### src/rtl/buf_id_mgr.sv
// rtl/buf_id_mgr.sv - free-list manager handing out packet-buffer IDs and slot base addresses
module buf_id_mgr #(
  parameter int NUM_BUF    = 16,
  parameter int ID_W       = 4,
  parameter int ADDR_W     = 11,
  parameter int SLOT_SHIFT = 7,
  parameter int LOW_WM     = 2
) (
  input  logic              clk,
  input  logic              rst,
  input  logic              alloc_req,
  output logic              alloc_ack,
  output logic [ID_W-1:0]   alloc_id,
  output logic [ADDR_W-1:0] alloc_addr,
  input  logic              rel_valid,
  input  logic [ID_W-1:0]   rel_id,
  output logic              rel_err,
  output logic              init_done,
  output logic [ID_W:0]     free_count,
  output logic              low_wm
);

  localparam int PTR_W = $clog2(NUM_BUF);
  localparam logic [ID_W:0] FULL_CNT = (ID_W+1)'(NUM_BUF);
  localparam logic [ID_W:0] ONE      = (ID_W+1)'(1);

  typedef enum logic {S_INIT, S_RUN} state_t;

  state_t                  state, state_next;
  logic [ID_W-1:0]         fifo [NUM_BUF];
  logic [PTR_W-1:0]        head, tail;
  logic [NUM_BUF-1:0]      in_use;
  logic                    grant, rel_ok, rel_in_range;
  logic [ID_W-1:0]         head_id;
  logic [ID_W+SLOT_SHIFT-1:0] head_addr_full;

  assign head_id        = fifo[head];
  assign head_addr_full = {head_id, {SLOT_SHIFT{1'b0}}};
  assign low_wm         = (free_count <= (ID_W+1)'(LOW_WM));

  always_ff @(posedge clk) begin
    if (rst) state <= S_INIT;
    else     state <= state_next;
  end

  // Grant is judged on the registered free_count, so a same-cycle release never bypasses an empty list.
  always_comb begin
    state_next   = state;
    grant        = 1'b0;
    rel_ok       = 1'b0;
    rel_in_range = ({1'b0, rel_id} < FULL_CNT);
    case (state)
      S_INIT: begin
        if (free_count == FULL_CNT) state_next = S_RUN;
      end
      S_RUN: begin
        grant  = alloc_req && (free_count != '0);
        rel_ok = rel_valid && rel_in_range && in_use[rel_id[PTR_W-1:0]];
      end
      default: state_next = S_INIT;
    endcase
  end

  always_ff @(posedge clk) begin
    if (rst) begin
      alloc_ack  <= 1'b0;
      alloc_id   <= '0;
      alloc_addr <= '0;
      rel_err    <= 1'b0;
      init_done  <= 1'b0;
      free_count <= '0;
      in_use     <= '0;
      head       <= '0;
      tail       <= '0;
    end else begin
      alloc_ack <= grant;
      rel_err   <= rel_valid && !rel_ok;
      if (state == S_INIT) begin
        if (free_count != FULL_CNT) begin
          fifo[tail] <= ID_W'(tail);
          tail       <= tail + 1'b1;
          free_count <= free_count + ONE;
        end else begin
          init_done <= 1'b1;
        end
      end else begin
        if (grant) begin
          alloc_id                     <= head_id;
          alloc_addr                   <= ADDR_W'(head_addr_full);
          head                         <= head + 1'b1;
          in_use[head_id[PTR_W-1:0]]   <= 1'b1;
        end
        // A granted ID is never free at release time, so these two bitmap writes never collide.
        if (rel_ok) begin
          fifo[tail]                 <= rel_id;
          tail                       <= tail + 1'b1;
          in_use[rel_id[PTR_W-1:0]]  <= 1'b0;
        end
        case ({grant, rel_ok})
          2'b10:   free_count <= free_count - ONE;
          2'b01:   free_count <= free_count + ONE;
          default: free_count <= free_count;
        endcase
      end
    end
  end

endmodule

### config.mk
export PLATFORM = sky130hd
export DESIGN_NAME = buf_id_mgr
export DESIGN_NICKNAME = d
export VERILOG_FILES = /design/src/rtl/buf_id_mgr.sv
export SDC_FILE = /design/constraint.sdc
export NUM_CORES = 1
export LEC_CHECK = 0
export CAP_MARGIN = 10
export CELL_PAD_IN_SITES_DETAIL_PLACEMENT = 0
export CELL_PAD_IN_SITES_GLOBAL_PLACEMENT = 1
export CORE_MARGIN = 2
export CORE_UTILIZATION = 52
export CTS_CLUSTER_SIZE = 30
export DETAILED_ROUTE_END_ITERATION = 6
export DONT_BUFFER_PORTS = 1
export PLACE_DENSITY = 0.77
export SLEW_MARGIN = 30
export SYNTH_ARGS = -nofsm -noshare
export SYNTH_HDL_FRONTEND = slang
export SYNTH_SLANG_ARGS = --single-unit
### constraint.sdc
create_clock -name clk -period 3.8 [get_ports clk]
set_input_delay 0.76 -clock clk [delete_from_list [all_inputs] [get_ports clk]]
set_output_delay 0.76 -clock clk [all_outputs]
set_load 0.03 [all_outputs]
# Word level (Yosys, flattened, before mapping)
# Memory sizes are Yosys's and may differ from the RTL's. A register that Yosys moved wholly into a read port is not among the register bits.
# Index checks and enable logic that the tools add are counted.
[totals]
register_bits = 37
mem_bits_rw = 64
elab_cells = 74
memories = 1
[op_classes]
add_sub_neg = 4
magnitude_cmp = 5
eq_ne = 6
mux = 31
bitwise = 6
reduce_logical = 12
[mem_list]
columns = ["name", "words", "width", "rd", "rd_ports_with_merged_regs", "wr", "line", "text"]
rows = [
  ["fifo", 16, 4, 1, 1, 1, "30", "logic [ID_W-1:0] fifo [NUM_BUF];"],
]
[ops]
columns = ["operator", "n"]
rows = [
  ["16-bit 2-to-1 mux", 4],
  ["4-bit 2-to-1 mux", 6],
  ["16-bit bitwise AND", 1],
  ["16-bit inverter", 1],
  ["16-bit OR", 1],
  ["1-bit 2-to-1 mux", 15],
  ["4-bit by 5-bit less-than comparator with 1-bit output, second input constant", 2],
  ["5-bit 2-to-1 mux", 2],
  ["5-bit case mux with 2 select lines", 1],
  ["4-bit by 1-bit adder with 4-bit output, second input constant", 2],
  ["1-bit demux with 4-bit select", 2],
  ["4-bit by 1-bit greater-or-equal comparator with 1-bit output, second input constant", 2],
  ["2-bit AND reduction", 4],
  ["5-bit by 1-bit adder with 5-bit output, second input constant", 1],
  ["5-bit == test, second input constant", 1],
  ["5-bit by 2-bit less-or-equal comparator with 1-bit output, second input constant", 1],
  ["1-bit logical AND", 5],
  ["5-bit inequality test, second input constant", 1],
  ["5-bit nonzero test", 1],
  ["5-bit by 1-bit subtractor with 5-bit output, second input constant", 1],
  ["1-bit binary-select mux with 4-bit select", 1],
  ["3-bit by 1-bit inequality test with 1-bit output, second input constant", 1],
  ["2-bit by 1-bit == test with 1-bit output, second input constant", 1],
  ["2-bit == test, second input constant", 1],
  ["other kinds (5)", 6],
]

# Depth between registers and ports, before layout
# Gate-level depths: netlist of the first run.
[logic_depth]
word_depth = 10
depth_mapped = 10
depth_no_buf = 8

# Least setup slack after synthesis of the first run
# OpenSTA, ideal clock, no wires.
[synth_path]
path_kind = "in2reg"
startpoint = "input rel_id[1]"
endpoint = "memory fifo[0][0] (data pin)"
setup_time_ns = 0.330
arrival_time_ns = 2.763
t_required_ns = 3.470
path_slack_ns = 0.707
path_stages = 6
n_path_buf = 1
cell_sequence = "buf_4 -> mux4_2 -> a2bb2oi_2 -> a32oi_4 -> nor3_1 -> o21ai_0"
[synth_via]
elab_chain_len = 9
[synth_lines]
columns = ["item", "line", "text"]
rows = [
  ["start: declaration", "16", "input logic [ID_W-1:0] rel_id,"],
  ["1-bit binary-select mux with 4-bit select", "58", "rel_ok = rel_valid && rel_in_range && in_use[rel_id[PTR_W-1:0]];"],
  ["1-bit 2-to-1 mux (not written as such)", "58", ""],
  ["1-bit logical AND", "58", ""],
  ["1-bit 2-to-1 mux", "52", "case (state)"],
  ["1-bit 2-to-1 mux", "94", "if (rel_ok) begin"],
  ["1-bit 2-to-1 mux", "78", "if (state == S_INIT) begin"],
  ["1-bit 2-to-1 mux", "65", "if (rst) begin"],
  ["1-bit 2-to-1 mux (not written as such)", "95", "fifo[tail] <= rel_id;"],
  ["4-bit 2-to-1 mux (no source line)", "-", ""],
  ["end: declaration", "30", ""],
]
# Every way passes these cells. The select of a mux whose other input is x is not followed.

# Worst setup path in the final report of the first run
[layout_path]
startpoint = "register free_count[0]"
endpoint = "memory fifo[5][2], enable pin"
[layout_via]
elab_chain_len = 6
[layout_lines]
columns = ["item", "line", "text"]
rows = [
  ["start: declaration", "19", "output logic [ID_W:0] free_count,"],
  ["start signal: assignment", "82", "free_count <= free_count + ONE;"],
  ["start signal: assignment", "100", "2'b10: free_count <= free_count - ONE;"],
  ["start signal: assignment", "101", "2'b01: free_count <= free_count + ONE;"],
  ["5-bit inequality test", "79", "if (free_count != FULL_CNT) begin"],
  ["1-bit 2-to-1 mux", "79", ""],
  ["1-bit 2-to-1 mux", "78", ""],
  ["1-bit 2-to-1 mux", "65", ""],
  ["1-bit 2-to-1 mux (not written as such)", "80", "fifo[tail] <= ID_W'(tail);"],
  ["1-bit OR (no source line)", "-", ""],
]
# Every way passes these cells.

==> impl_results.md, run 1 <==
- Worst Path Arrival: 3.01 ns
- CP Capture Type: register
- Initial Util: 54.28%
- DRT iter0 DRCs: 150
- Max stage delay on crit path: 0.76 ns
- Gate Count Post-Synth: 367
- Synth top area cells: edfxtp_1, dfxtp_1, mux4_1
- Die area: 9974 um2
- Commonest cells post-synth: edfxtp_1, nor2_1, dfxtp_1
- Pre-CTS setup slack: 0.7385 ns
- Critical path required time: 3.80 ns
- Total track usage: 20.06%
- Max cap viols: 0
- Least-Margin Pin Slew: 0.7555 ns
- Yosys warns: 0
- Post-cts sizing count: 0
- Slew margin rel.: 49.57%
- Final Skew: 0.01608 ns
- FMAX: 0.3327 GHz
- CP Max Fanout: 11
- Hold WC Path Type: in2reg
- Crit path cell chain: inv_1, ha_1, nor4bb_1, nor2_1, a31oi_4, nand2b_1, nor2_1
- Setup violators final: 0
- Port bufs: 0
- Max Root-Sink Buffers: 2
- Ys async rst share: 0%
- Setup slack after layout: 0.7942 ns
- Cell variety after synth: 56
- Syn Std Cell Area: 4780 um2
- Clk_lat worst skew: 0.37 ns
- Register area share after synthesis: 57.38%
- WHS Path Cells: 1
- Final min period: 3.006 ns
- DP HPWL: 6.576 mm
- Die H: 99.87 um
- CTS HTree Levels: 3
- Rows: 34
- Final nets: 377
- Wire length per cell: 19.66 um
- #FFs+latches synth: 105
- Most common cell in the netlist: edfxtp_1
- Die width: 99.87 um
- Vias in the first global route: 2761
- Crit-path most repeated cell: nor2_1
- R2R cell count: 7
- Status: finished, final reports clean
- Top cell type by total area after synthesis: edfxtp_1
- Leakage: 1.660 nW
- Synth top area share: 40.21%
- Post-synth top flop: edfxtp_1
- CTS tree: yes
- Overflow after GRT: 0
- Fin. max-slew vios: 0
- Via Count: 2869
- Syn-to-layout area delta: 4.136%
- TritonRoute pass-1 iters: 4
- First-pass GRT wire length: 14.85 mm
- Setup CP Type: reg2reg
- ANT cells: 0
- Final WL: 9.298 mm
- Top Ports: 32
- Pin count of the biggest net entering global routing: 41
- CTS buffer count: 9
- Setup TNS: 0 ns
- Initial antenna violation count: 0
- Core Area: 8806 um2
- CP Launch Type: register
- Sink Count: 105
- Post-synth EDFFs: 64
- RePlAce Congestion: 0.8113
- RSZ-0062 raised after global routing: no
- Final Hold Viols: 0
- Post-route ant nets: 0
- Part of the cycle the worst path needs: 79.10%
- Share of cells above drive strength 1: 12.05%
- Via density: 6.066
- Syn avg cell area: 13.02 um2
- Post-route DRC: 0
- Slowest-stage cell, CP: dfxtp_1
- Cts hold-fix bufs: 0
- Peak supply drop: 157.8 uV
- Root Buffer Master: clkbuf_8
- Post-CTS Setup Bufs: 0
- Reg clk slew, reported paths: 0.11 ns
- Power per cell area: 414.7 nW/um2
-- critical path, delay by kind of cell (launching register included) --
family | cells | cell delay [ns]
AND/OR/NAND/NOR | 4 | 1.31
buffers and inverters | 1 | 0.19
flip-flops | 1 | 0.76
AO/OA/AOI/OAI | 1 | 0.12
adder cells (fa/ha/maj) | 1 | 0.24
-- stage by stage --
| step | cell area, um2 | instances | util [%] | hold slack [ns] | total power, mW |
|---|---|---|---|---|---|
| after floorplan | 4802 | 373 | - | 0.4678 | 1.423 |
| after detailed placement | 4792 | 457 | 54.42 | 0.5071 | 1.447 |
| final | 4977 | 473 | 56.52 | 0.4479 | 2.064 |
| after global routing | 4977 | 473 | 56.52 | 0.4215 | 2.160 |
| after CTS | 4977 | 473 | 56.52 | 0.4307 | 2.083 |
| after global placement | 4792 | 457 | 54.42 | 0.4761 | 1.445 |
-- cells by family after synthesis --
logic type / count (synthesis) / share of synthesized area, %
other: 1 / 0.07846
adders and majority gates: 9 / 2.356
muxes: 34 / 13.53
and+or+nand+nor: 110 / 11.44
AOI/OAI and AO/OA: 63 / 9.398
xor gates and xnor gates: 7 / 1.283
DFF: 105 / 57.38
buffers and inverters: 38 / 4.529
-- sequential cells by signal (all words and copies together) (netlist names), 4 cells and up, named ones only --
register,cells
alloc_id,4
fifo,64
free_count,5
head,4
in_use,16
tail,4
-- final cells by class --
type                       count  area, um2
clock buffer                  10      127.6
clock inverter                 6      57.56
fill                         735       3829
inverter                       9      33.78
multi-input combinational    230       1843
sequential                   105       2743
tap                          108      135.1
timing repair buffer           5      37.54
-- cells in the final DEF, fill, tap and decap left out, types with 9 or more instances in the layout --
master	Yosys	final
dfxtp_1	41	41
nor2_1	42	42
a211oi_1	9	9
clkbuf_8	0	9
edfxtp_1	64	64
inv_1	9	9
mux4_2	11	11
ha_1	9	9
a21oi_1	26	26
nand2_1	17	17
mux4_1	10	10
-- routing by layer --
| layer | up-vias | track usage, % | share of wire [%] |
|---|---|---|---|
| li1 | 1360 | - | - |
| met1 | 1416 | 28.88 | 46 |
| met2 | 81 | 30.41 | 47 |
| met3 | 12 | 5.153 | 6.1 |
| met4 | 0 | 6.112 | 1.2 |
| met5 | - | 0 | 0 |
-- final timing paths --
kind,start,end,slack (ns)
worst max-delay path,free_count[0],fifo[5][2],0.79
worst min-delay path,rst,alloc_id[2],0.45
worst max register to register,free_count[0],fifo[5][2],0.79
worst min register to register,in_use[14],in_use[14],0.51
-- where the power goes --
group	leakage, nW	internal (mW)	switching [mW]	total [mW]
combinational	0.619	0.0566	0.103	0.160
clock	0.0949	0.254	0.389	0.643
sequential	0.946	1.23	0.0316	1.26
total	1.66	1.54	0.524	2.06
Note: power is estimated with default switching activity, not from simulation.
==> run 2, diff against run 1 <==
--- a/config.mk
+++ b/config.mk
@@ -9,11 +9,11 @@
 export CELL_PAD_IN_SITES_DETAIL_PLACEMENT = 0
 export CELL_PAD_IN_SITES_GLOBAL_PLACEMENT = 1
 export CORE_MARGIN = 2
-export CORE_UTILIZATION = 52
+export CORE_UTILIZATION = 47
 export CTS_CLUSTER_SIZE = 30
 export DETAILED_ROUTE_END_ITERATION = 6
 export DONT_BUFFER_PORTS = 1
-export PLACE_DENSITY = 0.77
+export PLACE_DENSITY = 0.73
 export SLEW_MARGIN = 30
 export SYNTH_ARGS = -nofsm -noshare
 export SYNTH_HDL_FRONTEND = slang
==> constraint.sdc (replaced) <==
create_clock -name clk -period 2.5 [get_ports clk]
set_input_delay 0.5 -clock clk [delete_from_list [all_inputs] [get_ports clk]]
set_output_delay 0.5 -clock clk [all_outputs]
set_load 0.03 [all_outputs]
==> run 2 against run 1 <==
Effect of this change: combinational power is 91% higher; die area is 10% higher; critical path depth is 1 lower; worst hold slack worse by 0.27 ns; clock power is 53% higher; via count is 3.3% higher; setup slack worse by 0.67 ns; sequential share of layout area is 2.9 points lower; wire length is 13% higher; count of clock-buffer cells in the layout is 1 lower; highest routed layer unchanged.
==> impl_results.md, run 2 (same netlist as run 1, synthesis figures left out) <==
- Fin. max-slew vios: 0
- CTS tree: yes
- Post-route DRC: 0
- Commonest non-fill, non-tap cell in the layout: edfxtp_1
- RePlAce Congestion: 0.7929
- Setup CP Type: reg2reg
- Slowest-stage cell, CP: mux4_2
- CP Launch Type: register
- DP Cell Count: 504
- Reg clk slew, reported paths: 0.10 ns
- Worst Path Arrival: 2.67 ns
- Crit path cell chain: buf_12, mux4_2, mux4_2, nor3b_4, a21oi_1, a311oi_1
- Final min period: 2.380 ns
- Pin count of the biggest net entering global routing: 41
- Core Area: 9819 um2
- TritonRoute pass-1 iters: 4
- Most frequent cells in the layout: edfxtp_1, nor2_1, dfxtp_1
- Via density: 5.667
- Final Skew: 0.01247 ns
- Clk_lat worst skew: 0.38 ns
- Initial Util: 48.67%
- Max stage delay on crit path: 0.57 ns
- Hold WC Path Type: in2reg
- Top Ports: 32
- Sink Count: 105
- First-pass GRT wire length: 16.25 mm
- Max Root-Sink Buffers: 2
- Syn-to-layout area delta: 10.10%
- Max cap viols: 0
- Die width: 104.8 um
- Part of the cycle the worst path needs: 95.22%
- Die H: 104.8 um
- CP Capture Type: register
- Final Hold Slack: 0.1762 ns
- FMAX: 0.4201 GHz
- Total track usage: 19.64%
- Root Buffer Master: clkbuf_8
- Initial antenna violation count: 0
- DP HPWL: 7.166 mm
- Via Count: 2964
- Final Hold Viols: 0
- ANT cells: 0
- CTS buffer count: 9
- RSZ-0062 raised after global routing: yes
- Wire length per cell: 20.06 um
- Share of cells above drive strength 1: 19.49%
- Final nets: 402
- Fillers: 871
- Rows: 36
- Power per cell area: 604.3 nW/um2
- Vias in the first global route: 2949
- Peak supply drop: 497.0 uV
- Crit-path most repeated cell: mux4_2
- Least-Margin Pin Slew: 0.6093 ns
- Overflow after GRT: 0
- Critical path required time: 2.79 ns
- Largest register by flop count: fifo
- Final cell count without fillers: 523
- DRT iter0 DRCs: 209
- Post-route ant nets: 0
- Setup violators final: 0
- Die area: 10990 um2
- CTS HTree Levels: 3
- Final WL: 10.49 mm
- Status: finished, final reports clean
- Port bufs: 0
- CP Max Fanout: 8
- Leakage: 1.809 nW
- Largest registers: fifo: 64 flops, in_use: 16 flops, free_count: 5 flops
- Largest register FFs: 64
- Slew margin rel.: 59.32%
## run 2: cell count changes in the layout (fill, tap and decap cells not counted), sizes merged
| cell | previous run | this run |
|---|---|---|
| buf | 5 | 29 |
| clkinvlp | 0 | 1 |
## run 2: repair_timing
| action | in CTS | in global routing |
|---|---|---|
| setup buffers | 0 | 2 |
| resized for setup | 1 | 8 |
| hold buffers | 0 | 0 |
| cloned | 0 | 1 |
| pin swaps | 0 | 5 |
| endpoints found under the setup margin | 1 | 13 |
## run 2: worst paths after layout
kind / startpoint / end / slack [ns] / depth (start not counted)
setup reg to reg: register / in_use[12] / 0.12 / 6
setup / recovery: register / in_use[12] / 0.12 / 6
hold reg to reg: head[1] / head[1] / 0.51 / 2
hold / removal: rst / alloc_id[2] / 0.18 / 1
## run 2: cell type report
| cell class | count | area, um2 | share of cell area [%] |
|---|---|---|---|
| clock buffer | 9 | 123.9 | 2.354 |
| clock inverter | 7 | 52.55 | 0.9986 |
| inverter | 9 | 33.78 | 0.6419 |
| multi-input combinational | 230 | 1872 | 35.57 |
| sequential | 105 | 2746 | 52.19 |
| tap | 133 | 166.4 | 3.162 |
| timing repair buffer | 30 | 267.8 | 5.088 |
## run 2: metal layers
layer  vias up  global-route usage, %  part of all wire (%)
met3        12                  5.427                   4.8
met4         0                  6.095                   1.3
li1       1408                      -                     -
met5         -                      0                     0
met1      1461                  25.08                    44
met2        83                  32.61                    50
## run 2: report_power, final
part | switching (mW) | leakage, nW | internal [mW]
Clock | 0.612 | 0.0909 | 0.373
Combinational | 0.199 | 0.771 | 0.107
Sequential | 0.0204 | 0.947 | 1.87
Total | 0.831 | 1.81 | 2.35
## run 2: worst max-delay path, delay by kind of cell (launching register included)
family / cells / cell delay [ns]
muxes: 2 / 1.11
AOI/OAI and AO/OA: 2 / 0.30
DFF: 1 / 0.39
and+or+nand+nor: 1 / 0.35
buffers and inverters: 1 / 0.14
## run 2: per-stage QoR
stage	worst slack, ns	power, mW	instance area (um2)	setup TNS, ns	utilization, %
detailed placement	-0.02187	2.229	5021	-0.2513	51.13
floorplan	-0.06027	2.165	4810	-1.929	-
global route	-0.009466	3.299	5263	-0.009466	53.59
global placement	0.005127	2.226	5021	0	51.13
finish	0.1196	3.180	5263	0	53.59
CTS	0.04555	3.198	5204	0	52.99
==> run 3, diff against run 2 <==
--- a/config.mk
+++ b/config.mk
@@ -10,7 +10,7 @@
 export CELL_PAD_IN_SITES_GLOBAL_PLACEMENT = 1
 export CORE_MARGIN = 2
 export CORE_UTILIZATION = 47
-export CTS_CLUSTER_SIZE = 30
+export CTS_CLUSTER_SIZE = 14
 export DETAILED_ROUTE_END_ITERATION = 6
 export DONT_BUFFER_PORTS = 1
 export PLACE_DENSITY = 0.73
@@ -18,3 +18,4 @@
 export SYNTH_ARGS = -nofsm -noshare
 export SYNTH_HDL_FRONTEND = slang
 export SYNTH_SLANG_ARGS = --single-unit
+export TNS_END_PERCENT = 30
==> run 3 against run 2 <==
Effect of this change: power fell by 0.61%; highest routed layer unchanged; design area fell by 1.1%; die area did not move; wire length fell by 8.1%; critical path depth rose by 1; setup slack improved by 0.017 ns; sequential share of layout area rose by 0.54 points; largest power group unchanged; cell count fell by 0.57%; worst hold slack barely moved.
==> impl_results.md, run 3 (same netlist as run 1, synthesis figures left out) <==
- Status: finished, final reports clean
- Clk_lat worst skew: 0.38 ns
- Die H: 104.8 um
- Final cell count without fillers: 520
- Wire length per cell: 18.54 um
- Crit path cell chain: buf_12, mux4_2, mux4_2, nor3_2, buf_4, a21oi_1, a311oi_1
- Worst Path Arrival: 2.65 ns
- Final Hold Viols: 0
- CP Buf/Inv Count: 2
- Die width: 104.8 um
- Largest registers: fifo: 64 flops, in_use: 16 flops, free_count: 5 flops
- Largest register FFs: 64
- Initial antenna violation count: 0
- Max cap viols: 0
- CTS tree: yes
- Share of cells above drive strength 1: 18.35%
- DP Cell Count: 504
- Final nets: 399
- Core Area: 9819 um2
- Post-CTS Setup Bufs: 0
- Met2 WL: 4.737 mm
- Most frequent cells in the layout: edfxtp_1, nor2_1, dfxtp_1
- Total track usage: 18.88%
- Root Buffer Master: clkbuf_8
- Peak supply drop: 429.2 uV
- Via density: 5.673
- Initial Util: 48.67%
- CP Max Fanout: 16
- CP Launch Type: register
- Max Root-Sink Buffers: 2
- Fillers: 857
- Via Count: 2950
- Largest register by flop count: fifo
- DRT iter0 DRCs: 167
- Post-cts sizing count: 0
- Hold WC Path Type: in2reg
- Part of the cycle the worst path needs: 94.53%
- Max stage delay on crit path: 0.55 ns
- Post-route DRC: 0
- TritonRoute pass-1 iters: 4
- Sink Count: 105
- Cell family with most CP delay: multiplexers
- Final WL: 9.642 mm
- Fin. max-slew vios: 0
- Die area: 10990 um2
- Top Ports: 32
- Slowest-stage cell, CP: mux4_2
- Power per cell area: 607.4 nW/um2
- First-pass GRT wire length: 15.70 mm
- Overflow after GRT: 0
- CTS buffer count: 9
- Syn-to-layout area delta: 8.874%
- Setup TNS: 0 ns
- DP HPWL: 6.716 mm
- Cts hold-fix bufs: 0
- Highest metal used: met4
- Routed met1 length: 4.224 mm
- FMAX: 0.4232 GHz
- RePlAce Congestion: 0.8173
- Reg clk slew, reported paths: 0.10 ns
- CTS HTree Levels: 3
- Pin count of the biggest net entering global routing: 41
- ANT cells: 0
- Rows: 36
- Critical path required time: 2.79 ns
- Met3 Routed Length: 546 um
- Commonest non-fill, non-tap cell in the layout: edfxtp_1
- Final Skew: 0.01113 ns
- Vias in the first global route: 2846
- Leakage: 1.782 nW
- Final min period: 2.363 ns
- RSZ-0062 raised after global routing: yes
- Reg2reg setup slack: 0.14 ns
- Crit-path most repeated cell: mux4_2
- Least-Margin Pin Slew: 0.6167 ns
- Port bufs: 0
- Post-route ant nets: 0
- Slew margin rel.: 58.83%
- Setup violators final: 0
- CP Capture Type: register
- Setup CP Type: reg2reg
-- run 3: through the flow --
stage               utilization [%]  hold slack (ns)  setup WS [ns]  area (um2)  total power, mW
finish                        52.99           0.1762         0.1368        5204            3.161
global route                  52.99           0.1457       -0.01097        5204            3.287
CTS                           52.85           0.1599        0.01679        5190            3.177
detailed placement            51.06           0.4946       0.001037        5014            2.221
global placement              51.06           0.4902        0.02225        5014            2.218
floorplan                         -           0.4678       -0.06027        4802            2.164
-- run 3: layout make-up --
cell class	instances	area [um2]	area share [%]
inverters	9	33.78	0.6492
clock inverters	7	52.55	1.010
clock buffers	9	123.9	2.380
multi-input cells	230	1856	35.66
flip-flops and latches	105	2744	52.73
well taps	133	166.4	3.198
repair buffers	27	227.7	4.376
-- run 3: power by group --
group	switching [mW]	internal (mW)	leakage (nW)
Clock	0.605	0.373	0.0909
Combinational	0.193	0.102	0.744
Sequential	0.0182	1.87	0.947
Total	0.816	2.34	1.78
-- run 3: path summary, 6_finish.rpt --
kind                               start     endpoint  cells after the start
worst min-delay path                 rst  alloc_id[3]                      1
worst min register to register   head[1]      head[1]                      2
worst max-delay path            register   in_use[10]                      7
worst max register to register  register   in_use[10]                      7
-- run 3: worst reg2reg max path: cells and delay by family (launching register included) --
kind / cells / cell delay, ns
AO/OA/AOI/OAI: 2 / 0.32
flip-flops: 1 / 0.35
buffers and inverters: 2 / 0.33
multiplexers: 2 / 1.10
AND/OR/NAND/NOR: 1 / 0.18
-- run 3: routing by layer --
| layer | vias up | global-route usage, % |
|---|---|---|
| met2 | 69 | 30.47 |
| met3 | 12 | 5.115 |
| li1 | 1403 | - |
| met4 | 0 | 6.190 |
| met1 | 1466 | 24.80 |
| met5 | - | 0 |
